===== config.mk =====
export PLATFORM = sky130hd
export DESIGN_NAME = spi_ram_slave_burst
export DESIGN_NICKNAME = d
export VERILOG_FILES = /design/src/rtl/spi_ram_slave_burst.sv
export SDC_FILE = /design/constraint.sdc
export NUM_CORES = 2
export LEC_CHECK = 0
export CORE_UTILIZATION = 60
export CTS_CLUSTER_SIZE = 40
export DETAILED_ROUTE_END_ITERATION = 10
export PLACE_DENSITY = 0.84
export SKIP_CTS_REPAIR_TIMING = 1
export SYNTH_ARGS = -nofsm -noshare
export SYNTH_HDL_FRONTEND = slang
export SYNTH_SLANG_ARGS = --single-unit

===== constraint.sdc =====
create_clock -name clk -period 12.05 [get_ports clk]
set_clock_uncertainty 0.15 [all_clocks]
set_input_delay 2.41 -clock clk [delete_from_list [all_inputs] [get_ports clk]]
set_output_delay 2.41 -clock clk [all_outputs]
set_load 0.03 [all_outputs]

===== src/rtl/spi_ram_slave_burst.sv =====
// SPI slave fronting a single-port RAM: address/data frames, burst read and write
// with optional pointer auto-increment, and a one-cycle abort flag for truncated frames.
module spi_ram_slave_burst #(
    parameter int ADDR_WIDTH = 8,
    parameter int DATA_WIDTH = 8,
    parameter int MEM_DEPTH  = 256,
    parameter bit AUTO_INC   = 1'b1
) (
    input  logic clk,
    input  logic rst_n,
    input  logic SS_n,
    input  logic MOSI,
    output logic MISO,
    output logic frame_abort
);

    localparam int SW = (ADDR_WIDTH > DATA_WIDTH) ? ADDR_WIDTH : DATA_WIDTH;
    localparam int CW = $clog2(SW) + 1;
    localparam int MW = (MEM_DEPTH > 1) ? $clog2(MEM_DEPTH) : 1;
    localparam logic [ADDR_WIDTH:0] DEPTH_EXT = (ADDR_WIDTH + 1)'(MEM_DEPTH);
    localparam logic [CW-1:0] ADDR_LAST = CW'(ADDR_WIDTH - 1);
    localparam logic [CW-1:0] DATA_LAST = CW'(DATA_WIDTH - 1);

    typedef enum logic [2:0] {
        S_IDLE, S_CMD, S_WR_ADDR, S_RD_ADDR, S_WR_DATA, S_TA, S_RD_OUT, S_DONE
    } state_t;

    state_t                  r_state;
    state_t                  w_nextState;
    logic [CW-1:0]           r_bitCnt;
    logic [SW-1:0]           r_shreg;
    logic                    r_cmdHi;
    logic [ADDR_WIDTH-1:0]   r_wrAddr;
    logic [ADDR_WIDTH-1:0]   r_rdAddr;
    logic [DATA_WIDTH-1:0]   r_mem [MEM_DEPTH];

    logic                    w_addrDone;
    logic                    w_wordDone;
    logic                    w_memWrite;
    logic                    w_loadWord;
    logic                    w_shiftOut;
    logic                    w_abort;
    logic                    w_wrInRange;
    logic                    w_rdInRange;
    logic [ADDR_WIDTH-1:0]   w_addrWord;
    logic [DATA_WIDTH-1:0]   w_wrWord;
    logic [DATA_WIDTH-1:0]   w_rdWord;

    // Pointer advance: out-of-range pointers and the last valid word both wrap to 0.
    function automatic logic [ADDR_WIDTH-1:0] nextAddr(input logic [ADDR_WIDTH-1:0] a);
        if (!AUTO_INC) return a;
        if ({1'b0, a} >= DEPTH_EXT - 1'b1) return '0;
        return a + 1'b1;
    endfunction

    always_ff @(posedge clk or negedge rst_n) begin
        if (!rst_n) r_state <= S_IDLE;
        else        r_state <= w_nextState;
    end

    always_comb begin
        w_nextState = r_state;
        if (SS_n) begin
            w_nextState = S_IDLE;
        end else begin
            case (r_state)
                S_IDLE:    w_nextState = S_CMD;
                S_CMD: begin
                    if (r_bitCnt != '0) begin
                        case ({r_cmdHi, MOSI})
                            2'b00:   w_nextState = S_WR_ADDR;
                            2'b01:   w_nextState = S_WR_DATA;
                            2'b10:   w_nextState = S_RD_ADDR;
                            default: w_nextState = S_TA;
                        endcase
                    end
                end
                S_WR_ADDR, S_RD_ADDR: if (w_addrDone) w_nextState = S_DONE;
                S_TA:      w_nextState = S_RD_OUT;
                default:   w_nextState = r_state;
            endcase
        end
    end

    always_comb begin
        w_addrWord  = {r_shreg[ADDR_WIDTH-2:0], MOSI};
        w_wrWord    = {r_shreg[DATA_WIDTH-2:0], MOSI};
        w_wrInRange = {1'b0, r_wrAddr} < DEPTH_EXT;
        w_rdInRange = {1'b0, r_rdAddr} < DEPTH_EXT;
        w_rdWord    = '0;
        if (w_rdInRange) w_rdWord = r_mem[r_rdAddr[MW-1:0]];
        w_addrDone  = !SS_n && (r_state == S_WR_ADDR || r_state == S_RD_ADDR) && (r_bitCnt == ADDR_LAST);
        w_wordDone  = !SS_n && (r_state == S_WR_DATA) && (r_bitCnt == DATA_LAST);
        w_memWrite  = w_wordDone && w_wrInRange;
        w_loadWord  = !SS_n && ((r_state == S_TA) || (r_state == S_RD_OUT && r_bitCnt == DATA_LAST));
        w_shiftOut  = !SS_n && (r_state == S_RD_OUT) && (r_bitCnt != DATA_LAST);
        // Only frames cut off before a clean boundary count as aborted.
        w_abort     = SS_n && ((r_state == S_CMD) || (r_state == S_TA) ||
                               (r_state == S_WR_ADDR) || (r_state == S_RD_ADDR) ||
                               (r_state == S_WR_DATA && r_bitCnt != '0));
    end

    always_ff @(posedge clk or negedge rst_n) begin
        if (!rst_n) begin
            MISO        <= 1'b0;
            frame_abort <= 1'b0;
            r_bitCnt    <= '0;
            r_shreg     <= '0;
            r_cmdHi     <= 1'b0;
            r_wrAddr    <= '0;
            r_rdAddr    <= '0;
        end else begin
            frame_abort <= w_abort;
            MISO        <= 1'b0;
            if (w_loadWord)      MISO <= w_rdWord[DATA_WIDTH-1];
            else if (w_shiftOut) MISO <= r_shreg[DATA_WIDTH-2];

            if (w_addrDone && r_state == S_WR_ADDR) r_wrAddr <= w_addrWord;
            else if (w_wordDone)                    r_wrAddr <= nextAddr(r_wrAddr);

            if (w_addrDone && r_state == S_RD_ADDR) r_rdAddr <= w_addrWord;
            else if (w_loadWord)                    r_rdAddr <= nextAddr(r_rdAddr);

            if (SS_n) begin
                r_bitCnt <= '0;
            end else begin
                case (r_state)
                    S_CMD: begin
                        if (r_bitCnt == '0) begin
                            r_cmdHi  <= MOSI;
                            r_bitCnt <= CW'(1);
                        end else begin
                            r_bitCnt <= '0;
                        end
                    end
                    S_WR_ADDR, S_RD_ADDR, S_WR_DATA: begin
                        r_shreg  <= {r_shreg[SW-2:0], MOSI};
                        r_bitCnt <= (w_addrDone || w_wordDone) ? '0 : r_bitCnt + 1'b1;
                    end
                    S_TA, S_RD_OUT: begin
                        if (w_loadWord) begin
                            r_shreg  <= SW'(w_rdWord);
                            r_bitCnt <= '0;
                        end else begin
                            r_shreg  <= r_shreg << 1;
                            r_bitCnt <= r_bitCnt + 1'b1;
                        end
                    end
                    default: r_bitCnt <= '0;
                endcase
            end
        end
    end

    always_ff @(posedge clk) begin
        if (w_memWrite) r_mem[r_wrAddr[MW-1:0]] <= w_wrWord;
    end

endmodule


==> impl_metrics.yaml <==
outcome:
  status: "finished, final reports clean"
route:
  vias: 44400
  drt_iter0_drc: 8244
  wirelength_mm: 226
  dr.pass1.iters: 6
  via_per_inst: 7.46
  drc: 0
  postRouteAntennaNets: 0
  routedWlPerCell_microns: 38.0
clocking:
  cts_tree: "built"
  clkSlewWorstSetupHoldPaths_ns: 0.06
  cts_root_buf: "clkbuf_16"
  htree_num_levels: 4
  clockBufferDepth: 3
  cts_buffers: 192
  clkLatencyLatePin_ns: 0.86
  clock_sinks: 2081
global_route:
  grt_usage: 0.332
  grt_antenna_before_repair: 12
  grt_max_degree: 171
  grt_pass1_wl_mm: 319
  overflow: 0
  grt_pass1_vias: 43000
setup_path:
  cp_max_fo: 22
  start_kind: "input pin"
  max_stage_delay_ns: 1.02
  critPathRequiredTime_ns: 12.35
  critPathTopFamily: "simple AND/OR/NAND/NOR gates"
  path_cells: "clkdlybuf4s50_1 -> or3b_2 -> nor3_2 -> buf_4 -> nand3_2 -> nor2_1"
  critical_path_arrival_ns: 6.17
  critPathSlowestCell: "nand3_2"
  path_buf_inv: 2
  path_class: "input pin to flop"
  worstSetupEndpointType: "flop"
logic_synthesis:
  syn_avg_cell_area_sq_um: 20.7
  synth_top_cell_area_share: 0.751
  syn-num-nets: 3970
  syn_area_sq_um: 81900
  synthArstFlopShare: 0.0159
  yosysWarnings: 0
  synthFlopType: "edfxtp_1"
  synth_edf_count: 2048
  synth_top_area_cell: "edfxtp_1"
  yosysSeqAreaShare: 0.761
  ys_ff_latch: 2081
  ys_top_cells_by_area: "edfxtp_1 75%, mux4_2 12%, mux2i_1 2.6%"
  syn-instance-count: 3959
  synth.distinct_cells: 73
floorplan:
  start_util: 0.605
  io_pins: 6
  row_count: 135
  fp.dieW_microns: 372
  die_h_microns: 372
  dieArea_sq_um: 138000
  core_sq_um: 135000
placed_design:
  dpl.cell_count: 5580
  dp_hpwl_mm: 122
  io_buffers: 5
  place.gp.congestion: 0.947
cells_and_area:
  syn_to_final_growth_pct: 9.85
  final_nets: 4004
  final_layout_size_suffix_gt1_frac: 0.215
  fin_cells: 5950
run:
  drv_cap: 0
power_and_ir_drop:
  ir_worst_vdd_v: 0.000281
  power_density_nw_per_um2: 214
  leakage_nw: 27.2
timing:
  final_hold_viol_count: 0
  drv_slew: 0
  finalCritPeriodShare: 0.487
  tightest_slew_ns: 1.43
  min_period_ns: 5.87
  fmax_mhz: 170
  relSlewSlack: 0.0428
  fin_setup_tns_ns: 0
  setup-violations-final: 0
  rsz0062_at_grt: "false"
min_path:
  hp-class: "flop to flop"
per-layer routing:
layer  global-route usage  up-vias  share of wire
met3                0.105      851           0.15
met5                    0        -        0.00050
met1                0.442    22300           0.33
li1                     -    16500              -
met4                0.178       16          0.062
met2                0.493     4658           0.46
per-stage QoR:
stage | setup slack [ns] | util | cell area [sq um] | hold slack (ns) | power [W]
finish | 6.18 | 0.664 | 90000 | 0.354 | 0.0193
global route | 6.21 | 0.664 | 90000 | 0.415 | 0.0196
CTS | 6.40 | 0.664 | 90000 | 0.355 | 0.0192
detailed placement | 5.58 | 0.616 | 83400 | 0.340 | 0.0129
global placement | 5.70 | 0.616 | 83400 | 0.319 | 0.0129
floorplan | 7.16 | - | 81900 | 0.301 | 0.0119
cell type report:
class	count	area, sq um
multi-input combinational	1620	18100
timing repair buffer	84	717
clock buffer	231	5030
fill	7943	45500
tap	1781	2230
inverter	14	57.6
antenna	11	27.5
sequential	2081	62400
clock inverter	128	1500
layout by cell type (no fill, tap or decap), types with 20 or more instances in the layout:
| cell | count |
|---|---|
| o22ai_1 | 39 |
| a22oi_1 | 46 |
| bufinv_16 | 30 |
| clkbuf_16 | 195 |
| a21oi_1 | 57 |
| dfrtp_1 | 20 |
| a211oi_1 | 22 |
| clkinv_2 | 37 |
| mux2i_1 | 214 |
| nand2_1 | 86 |
| a221oi_1 | 31 |
| buf_4 | 73 |
| mux4_2 | 449 |
| o21ai_0 | 46 |
| clkinv_1 | 33 |
| nand3_1 | 27 |
| nor2_1 | 300 |
| clkbuf_1 | 34 |
| edfxtp_1 | 2048 |
worst reg2reg max path: stages, from the launching register on:
cell	delay [ns]
dfrtp_4	0.86
buf_12	0.61
buf_4	0.99
mux4_2	0.65
mux2_2	0.32
a2111oi_0	0.94
a311oi_1	0.16
o31a_1	0.40
o21ai_1	0.12
o31ai_1	0.07
sequential cells by signal, indices dropped and copies added, names as in the netlist, 3 cells and up:
register  cells
r_wrAddr      8
r_state       3
r_shreg       7
r_mem      2048
r_rdAddr      8
r_bitCnt      4
path summary, 6_finish.rpt:
| path | startpoint | end | slack (ns) | depth (start not counted) |
|---|---|---|---|---|
| worst max-delay path | SS_n | r_mem[200][4] | 6.18 | 6 |
| worst min-delay path | r_cmdHi | r_cmdHi | 0.35 | 2 |
| worst max register to register | r_rdAddr[0] | r_shreg[5] | 6.63 | 9 |
| worst min register to register | r_cmdHi | r_cmdHi | 0.35 | 2 |
| max in group asynchronous | rst_n | r_rdAddr[3] | 9.58 | 1 |
| min in group asynchronous | rst_n | r_bitCnt[1] | 1.54 | 1 |
report_power, final:
| part | switching, W | internal, W | total (W) |
|---|---|---|---|
| Clock | 0.00275 | 0.00364 | 0.00639 |
| Combinational | 0.00237 | 0.00136 | 0.00374 |
| Sequential | 0.000316 | 0.00886 | 0.00917 |
cell usage after synthesis, drive strengths merged (3+ instances only):
library cell / number
nor2: 302
nor2b: 22
o21a: 7
o31ai: 6
a21oi: 57
nor4: 7
nand3: 41
and3: 4
a22oi: 46
and2: 12
o311ai: 4
a22o: 10
nand2: 86
o22ai: 39
xor2: 4
o211ai: 9
ha: 7
a211o: 6
or2: 5
a2111oi: 11
or3: 4
dfrtp: 33
mux2i: 214
inv: 14
clkbuf: 112
nand4: 4
a31o: 5
mux4: 462
nand2b: 11
nor3: 19
edfxtp: 2048
mux2: 17
buf: 132
a311oi: 6
a31oi: 15
o32ai: 4
a221oi: 35
o211a: 3
o221ai: 15
a211oi: 22
a221o: 9
o21ai: 61
o22a: 4
kinds of logic (layout without fill, tap and decap cells):
| family | after synthesis | count (layout) | share of synthesized area |
|---|---|---|---|
| simple gates | 528 | 528 | 0.0278 |
| compound gates | 386 | 386 | 0.0335 |
| flops | 2081 | 2081 | 0.761 |
| fa+ha+maj | 7 | 7 | 0.00107 |
| mux | 693 | 693 | 0.156 |
| buf+inv | 258 | 457 | 0.0202 |
| other cells | 0 | 11 | 0 |
| xor+xnor | 6 | 6 | 0.000641 |
(Power assumes the default switching activity.)
